## src/rtl/m_serialshift_pkg.sv

```systemverilog
// Shared constants for the serial shifter: op encodings, shift-amount width,
// FSM state type and the single-step shift function.
package m_serialshift_pkg;

   localparam int SHW = 5;

   localparam logic [1:0] OP_SLL = 2'b00;
   localparam logic [1:0] OP_SRL = 2'b01;
   localparam logic [1:0] OP_SRA = 2'b11;

   typedef enum logic {
      S_IDLE,
      S_SHIFT
   } state_t;

   // One shift step of 1 or 4 bits; the reserved op code falls through to SRL.
   function automatic logic [31:0] shift_step(
      input logic [31:0] v,
      input logic [1:0]  op,
      input logic        fill,
      input logic        by4
   );
      logic [31:0] r;
      case (op)
         OP_SLL:  r = by4 ? {v[27:0], 4'b0000}     : {v[30:0], 1'b0};
         OP_SRA:  r = by4 ? {{4{fill}}, v[31:4]}   : {fill, v[31:1]};
         default: r = by4 ? {4'b0000, v[31:4]}     : {1'b0, v[31:1]};
      endcase
      return r;
   endfunction

endpackage

```

## src/rtl/m_serialshift_cnt.sv

```systemverilog
// Shift-amount down counter: load, decrement by 1 or 4, never wraps below zero.
module m_serialshift_cnt
   import m_serialshift_pkg::*;
(
   input  logic           clk,
   input  logic           rst,
   input  logic           i_load,
   input  logic [SHW-1:0] i_ld_val,
   input  logic           i_dec,
   input  logic           i_dec4,
   output logic [SHW-1:0] o_cnt,
   output logic           o_is_one,
   output logic           o_is_zero
);

   logic [SHW-1:0] r_cnt;

   always_ff @(posedge clk) begin
      if (rst) begin
         r_cnt <= '0;
      end else if (i_load) begin
         r_cnt <= i_ld_val;
      end else if (i_dec4 && (r_cnt >= SHW'(4))) begin
         r_cnt <= r_cnt - SHW'(4);
      end else if (i_dec && (r_cnt != '0)) begin
         r_cnt <= r_cnt - SHW'(1);
      end
   end

   assign o_cnt     = r_cnt;
   assign o_is_one  = (r_cnt == SHW'(1));
   assign o_is_zero = (r_cnt == '0);

endmodule

```

## src/rtl/m_serialshift.sv

```systemverilog
// Multi-cycle serial shifter (SLL/SRL/SRA), one bit per clock, or four bits per
// clock while at least four remain when MIDGETV_SHIFT4_EN is defined.
module m_serialshift
   import m_serialshift_pkg::*;
(
   input  logic           clk,
   input  logic           rst,
   input  logic           start,
   input  logic [1:0]     op,
   input  logic [31:0]    A,
   input  logic [SHW-1:0] shamt,
   output logic           busy,
   output logic           done,
   output logic [31:0]    result,
   output logic           lastshift
);

   state_t         r_state;
   state_t         w_state_next;
   logic           r_busy;
   logic           r_done;
   logic [31:0]    r_result;
   logic [1:0]     r_op;
   logic           r_fill;

   logic           w_load;
   logic           w_dec;
   logic           w_dec4;
   logic           w_fin;
   logic [SHW-1:0] w_cnt;
   logic           w_is_one;
   logic           w_is_zero;
   logic [31:0]    w_shifted;

   m_serialshift_cnt u_cnt (
      .clk       (clk),
      .rst       (rst),
      .i_load    (w_load),
      .i_ld_val  (shamt),
      .i_dec     (w_dec),
      .i_dec4    (w_dec4),
      .o_cnt     (w_cnt),
      .o_is_one  (w_is_one),
      .o_is_zero (w_is_zero)
   );

   always_comb begin
      w_state_next = r_state;
      w_load       = 1'b0;
      w_dec        = 1'b0;
      w_dec4       = 1'b0;
      w_fin        = 1'b0;
      case (r_state)
         S_IDLE: begin
            if (start) begin
               w_load       = 1'b1;
               w_state_next = S_SHIFT;
            end
         end
         S_SHIFT: begin
            // Start is deliberately not looked at here: no reload while shifting.
            if (w_is_zero) begin
               w_fin = 1'b1;
`ifdef MIDGETV_SHIFT4_EN
            end else if (w_cnt >= SHW'(4)) begin
               w_dec4 = 1'b1;
               w_fin  = (w_cnt == SHW'(4));
`endif
            end else begin
               w_dec = 1'b1;
               w_fin = w_is_one;
            end
            if (w_fin) begin
               w_state_next = S_IDLE;
            end
         end
         default: w_state_next = S_IDLE;
      endcase
   end

   assign w_shifted = shift_step(r_result, r_op, r_fill, w_dec4);

   always_ff @(posedge clk) begin
      if (rst) begin
         r_state  <= S_IDLE;
         r_busy   <= 1'b0;
         r_done   <= 1'b0;
         r_result <= '0;
         r_op     <= OP_SLL;
         r_fill   <= 1'b0;
      end else begin
         r_state <= w_state_next;
         r_done  <= w_fin;
         if (w_load) begin
            r_result <= A;
            r_op     <= op;
            r_fill   <= A[31];
            // A zero shift completes on the next edge without ever reporting busy.
            r_busy   <= (shamt != '0);
         end else begin
            if (w_dec || w_dec4) begin
               r_result <= w_shifted;
            end
            if (w_fin) begin
               r_busy <= 1'b0;
            end
         end
      end
   end

   assign busy   = r_busy;
   assign done   = r_done;
   assign result = r_result;

`ifdef MIDGETV_SHIFT4_EN
   assign lastshift = r_busy & (w_is_one | (w_cnt == SHW'(4)));
`else
   assign lastshift = r_busy & w_is_one;
`endif

endmodule
```

## config.mk

```make
export PLATFORM = sky130hd
export DESIGN_NAME = m_serialshift
export DESIGN_NICKNAME = d
export VERILOG_FILES = /design/src/rtl/m_serialshift_pkg.sv /design/src/rtl/m_serialshift_cnt.sv /design/src/rtl/m_serialshift.sv
export SDC_FILE = /design/constraint.sdc
export NUM_CORES = 1
export LEC_CHECK = 0
export CAP_MARGIN = 10
export CORE_MARGIN = 5
export CORE_UTILIZATION = 34
export CTS_CLUSTER_DIAMETER = 80
export CTS_CLUSTER_SIZE = 28
export DETAILED_ROUTE_END_ITERATION = 6
export GPL_ROUTABILITY_DRIVEN = 1
export HOLD_SLACK_MARGIN = 0.1
export SLEW_MARGIN = 20
export SYNTH_ARGS = -nofsm -noshare
export SYNTH_HDL_FRONTEND = slang
export SYNTH_HIERARCHICAL = 1
export SYNTH_SLANG_ARGS = --single-unit
```

## constraint.sdc

```tcl
create_clock -name clk -period 2.11 [get_ports clk]
set_input_delay 0.422 -clock clk [delete_from_list [all_inputs] [get_ports clk]]
set_output_delay 0.422 -clock clk [all_outputs]
set_load 0.01 [all_outputs]
```

==> metrics.md <==
| Metric | Value |
|---|---|
| CTS tree | yes |
| Effective utilization at floorplan | 35.5% |
| Fin crit share | 96.3% |
| Cell accounting for the most synthesized area | dfxtp_1 |
| CP endpoint kind | primary output |
| Crit path time final | 2.03 ns |
| Vias | 2,617 |
| GR Util All Layers | 17.0% |
| Core Util, Final | 49.3% |
| Library cells used by synthesis | 45 |
| Status | complete, no violations |
| Syn_area_per_cell | 8.01 µm² |
| GPL Wtd Cong | 0.830 |
| Most numerous cell in the Yosys netlist | nand3_1 |
| CTS Sinks | 43 |
| Hold Slack | 0.461 ns |
| Multiplexer area fraction after synthesis | 0% |
| Largest net degree at the start of global routing | 79 |
| Die Y | 94.6 µm |
| Hold Buf Count CTS | 0 |
| Ant. Diodes | 0 |
| Post-DR wirelength/cell | 16.2 µm |
| Vias per cell | 5.57 |
| Setup Crit Path Kind | register to primary output |
| Synthesized instance count | 304 |
| Slew headroom | 62.2% |
| Detailed Place HPWL | 5240 µm |
| WHS Endpoint | r_fill |
| Tot Pwr | 2.65 mW |
| Fmax | 492 MHz |
| Synth top area cells | dfxtp_1, nand3_1, a311oi_1, a21oi_1, o21ai_0 |
| Total grt overflow | 0 |
| Yosys reg bits | 43 |
| Clock Tree Root | clkbuf_8 |
| Total CTS buffers | 5 |
| Yosys warning count | 6 |
| Layout cells sized above 1 | 8.82% |
| Simple-gate share of the synthesized area | 19.4% |
| Hold Crit Depth | 2 |
| Worst r2r src | u_cnt/o_cnt[0] |
| Setup ws final | 0.0776 ns |
| Final net count | 423 |
| Compound-Gate Fraction of Synth Area | 31.7% |
| Sequential share of the synthesized area | 35.3% |
| Top-area cell type share of the netlist area | 35.3% |
| Full die area | 8960 µm² |
| FFs w/ async S/R, synth | 0% |
| DRC viols | 0 |
| Post-DRT Antenna Nets | 0 |
| Horiz. Die Dim | 94.6 µm |
| Final Max Tran Viols | 0 |
| Setup TNS | 0 ns |
| Starting DRT DRC Count | 170 |
| H-Tree Depth | 2 |
| Cell Pwr Density | 782 nW/µm² |
| Maximum VDD drop | 0.000303 V |
| 1st-pass router iterations | 5 |
| Worst-Margin Slew | 0.567 ns |
| Site row count | 30 |
| Crit path launch type | register |
| Core box area | 6870 µm² |
| Leakage | 1.17 nW |
| Worst-Skew Late Latency | 0.30 ns |
| RSZ-0062 raised after global routing | no |
| Synth top cells by count | nand3_1, dfxtp_1, a21oi_1 |
| First-pass GRT wire length | 12,200 µm |
| CP max FO | 3 |
| EDFF count, synth | 0 |
| Io pins | 77 |
| Vias in the first global route | 2,526 |
| RR Endpoint | u_cnt/o_cnt[1] |
| Setup WS pre-CTS | 0.0306 ns |
| Hold Fails Final Rpt | 0 |
| Top FF cell, synth | dfxtp_1 |
| Post-Synth XOR/XNOR Area | 0.719% |
| Worst Hold Class | register to register |
| Worst R2R Setup Slack | 0.16 ns |
| Synth Area in Adders | 4.11% |
| Final setup fails | 0 |
| Largest family of logic cells by synthesized area | compound AO/OA/AOI/OAI gates |
| Area of the mapped netlist | 2440 µm² |
| Hold_sp | r_fill |
| Layout overhead on the synthesized area | 39.1% |
| CTS max path bufs | 2 |
| Max Cap Viol | 0 |
| Clock Skew | 0.00814 ns |
| Worst endpoint data arrival time | 1.61 ns |
| Port-buffer cells | 76 |
| Worst Path Required | 1.69 ns |
| Antenna violations before repair | 0 |
| R2r worst-path depth | 9 |
| Routed WL | 7610 µm |
| Reg clk slew, reported paths | 0.08 ns |
timing repair:
| action | CTS | global route |
|---|---|---|
| pin swaps | 0 | 2 |
| gates cloned | 0 | 0 |
| setup endpoints to repair | 1 | 3 |
| gates resized for setup | 5 | 1 |
| setup buffers | 0 | 1 |
power by group:
part	internal (mW)	switching, mW	total (mW)
logic	0.523	0.529	1.05
registers	0.937	0.134	1.07
clock network	0.232	0.294	0.526
layout by cell type (no fill, tap or decap), drive strengths merged, types with 2 or more instances in the layout:
cell type,Yosys,routed
a21oi,36,36
a221oi,6,6
a311oi,24,24
buf,15,14
clkbuf,14,6
clkdlybuf4s50,0,74
conb,1,3
dfxtp,43,43
ha,8,8
inv,16,16
nand2,13,13
nand2b,2,2
nand3,50,50
nand4,3,3
nor2,7,7
nor3,2,2
nor3b,3,3
o211ai,2,2
o21ai,26,26
o221ai,2,2
o31ai,2,2
o32ai,4,4
or2,2,2
or3,2,2
or4,2,2
xnor2,2,2
routing by layer:
metal / track usage (%) / wire length (µm) / vias to the layer above
met5: 0 / 0 / -
met4: 5.77 / 119 / 0
met3: 4.30 / 502 / 12
met2: 28.3 / 3610 / 76
met1: 21.3 / 3380 / 1241
li1: - / - / 1288
sequential cells by signal, indices dropped and copies added (netlist names):
register	count
r_op	2
busy	1
result	32
u_cnt/o_cnt	5
r_fill	1
r_state	1
done	1
per-stage QoR:
step,area [µm²],instances
finish,3390,470
global route,3390,470
detailed placement,3290,461
global placement,3290,461
floorplan,2440,306
CTS,3380,469
logic make-up (layout without fill, tap and decap cells):
group	Yosys count	in the layout
simple gates	92	92
fa+ha+maj	8	8
other cells	1	3
buf+inv	45	113
compound gates	113	113
flops	43	43
xor+xnor	2	2
layout make-up:
type / count / area (µm²)
clock buffers: 6 / 72.6
clock inverters: 2 / 12.5
fillers: 678 / 3480
inverters: 16 / 60.1
multi-input cells: 218 / 1380
flip-flops and latches: 43 / 862
well taps: 96 / 120
repair buffers: 89 / 877
critical path: stages, from the launching register on:
cell,delay (ns)
dfxtp_1,0.36
inv_1,0.09
ha_1,0.20
and3b_2,0.24
and2_1,0.15
dlygate4sd2_1,0.27
worst max-delay path by stage:
stage / from / depth (start not counted) / to
floorplan: u_cnt/o_cnt[2] / 10 / u_cnt/o_cnt[1]
global placement: start / 4 / result[25]
detailed placement: u_cnt/o_cnt[3] / 9 / u_cnt/o_cnt[1]
CTS: u_cnt/o_cnt[0] / 9 / u_cnt/o_cnt[1]
global route: u_cnt/o_cnt[0] / 9 / u_cnt/o_cnt[1]
finish: u_cnt/o_cnt[1] / 5 / lastshift
Note: power is estimated with default switching activity, not from simulation.
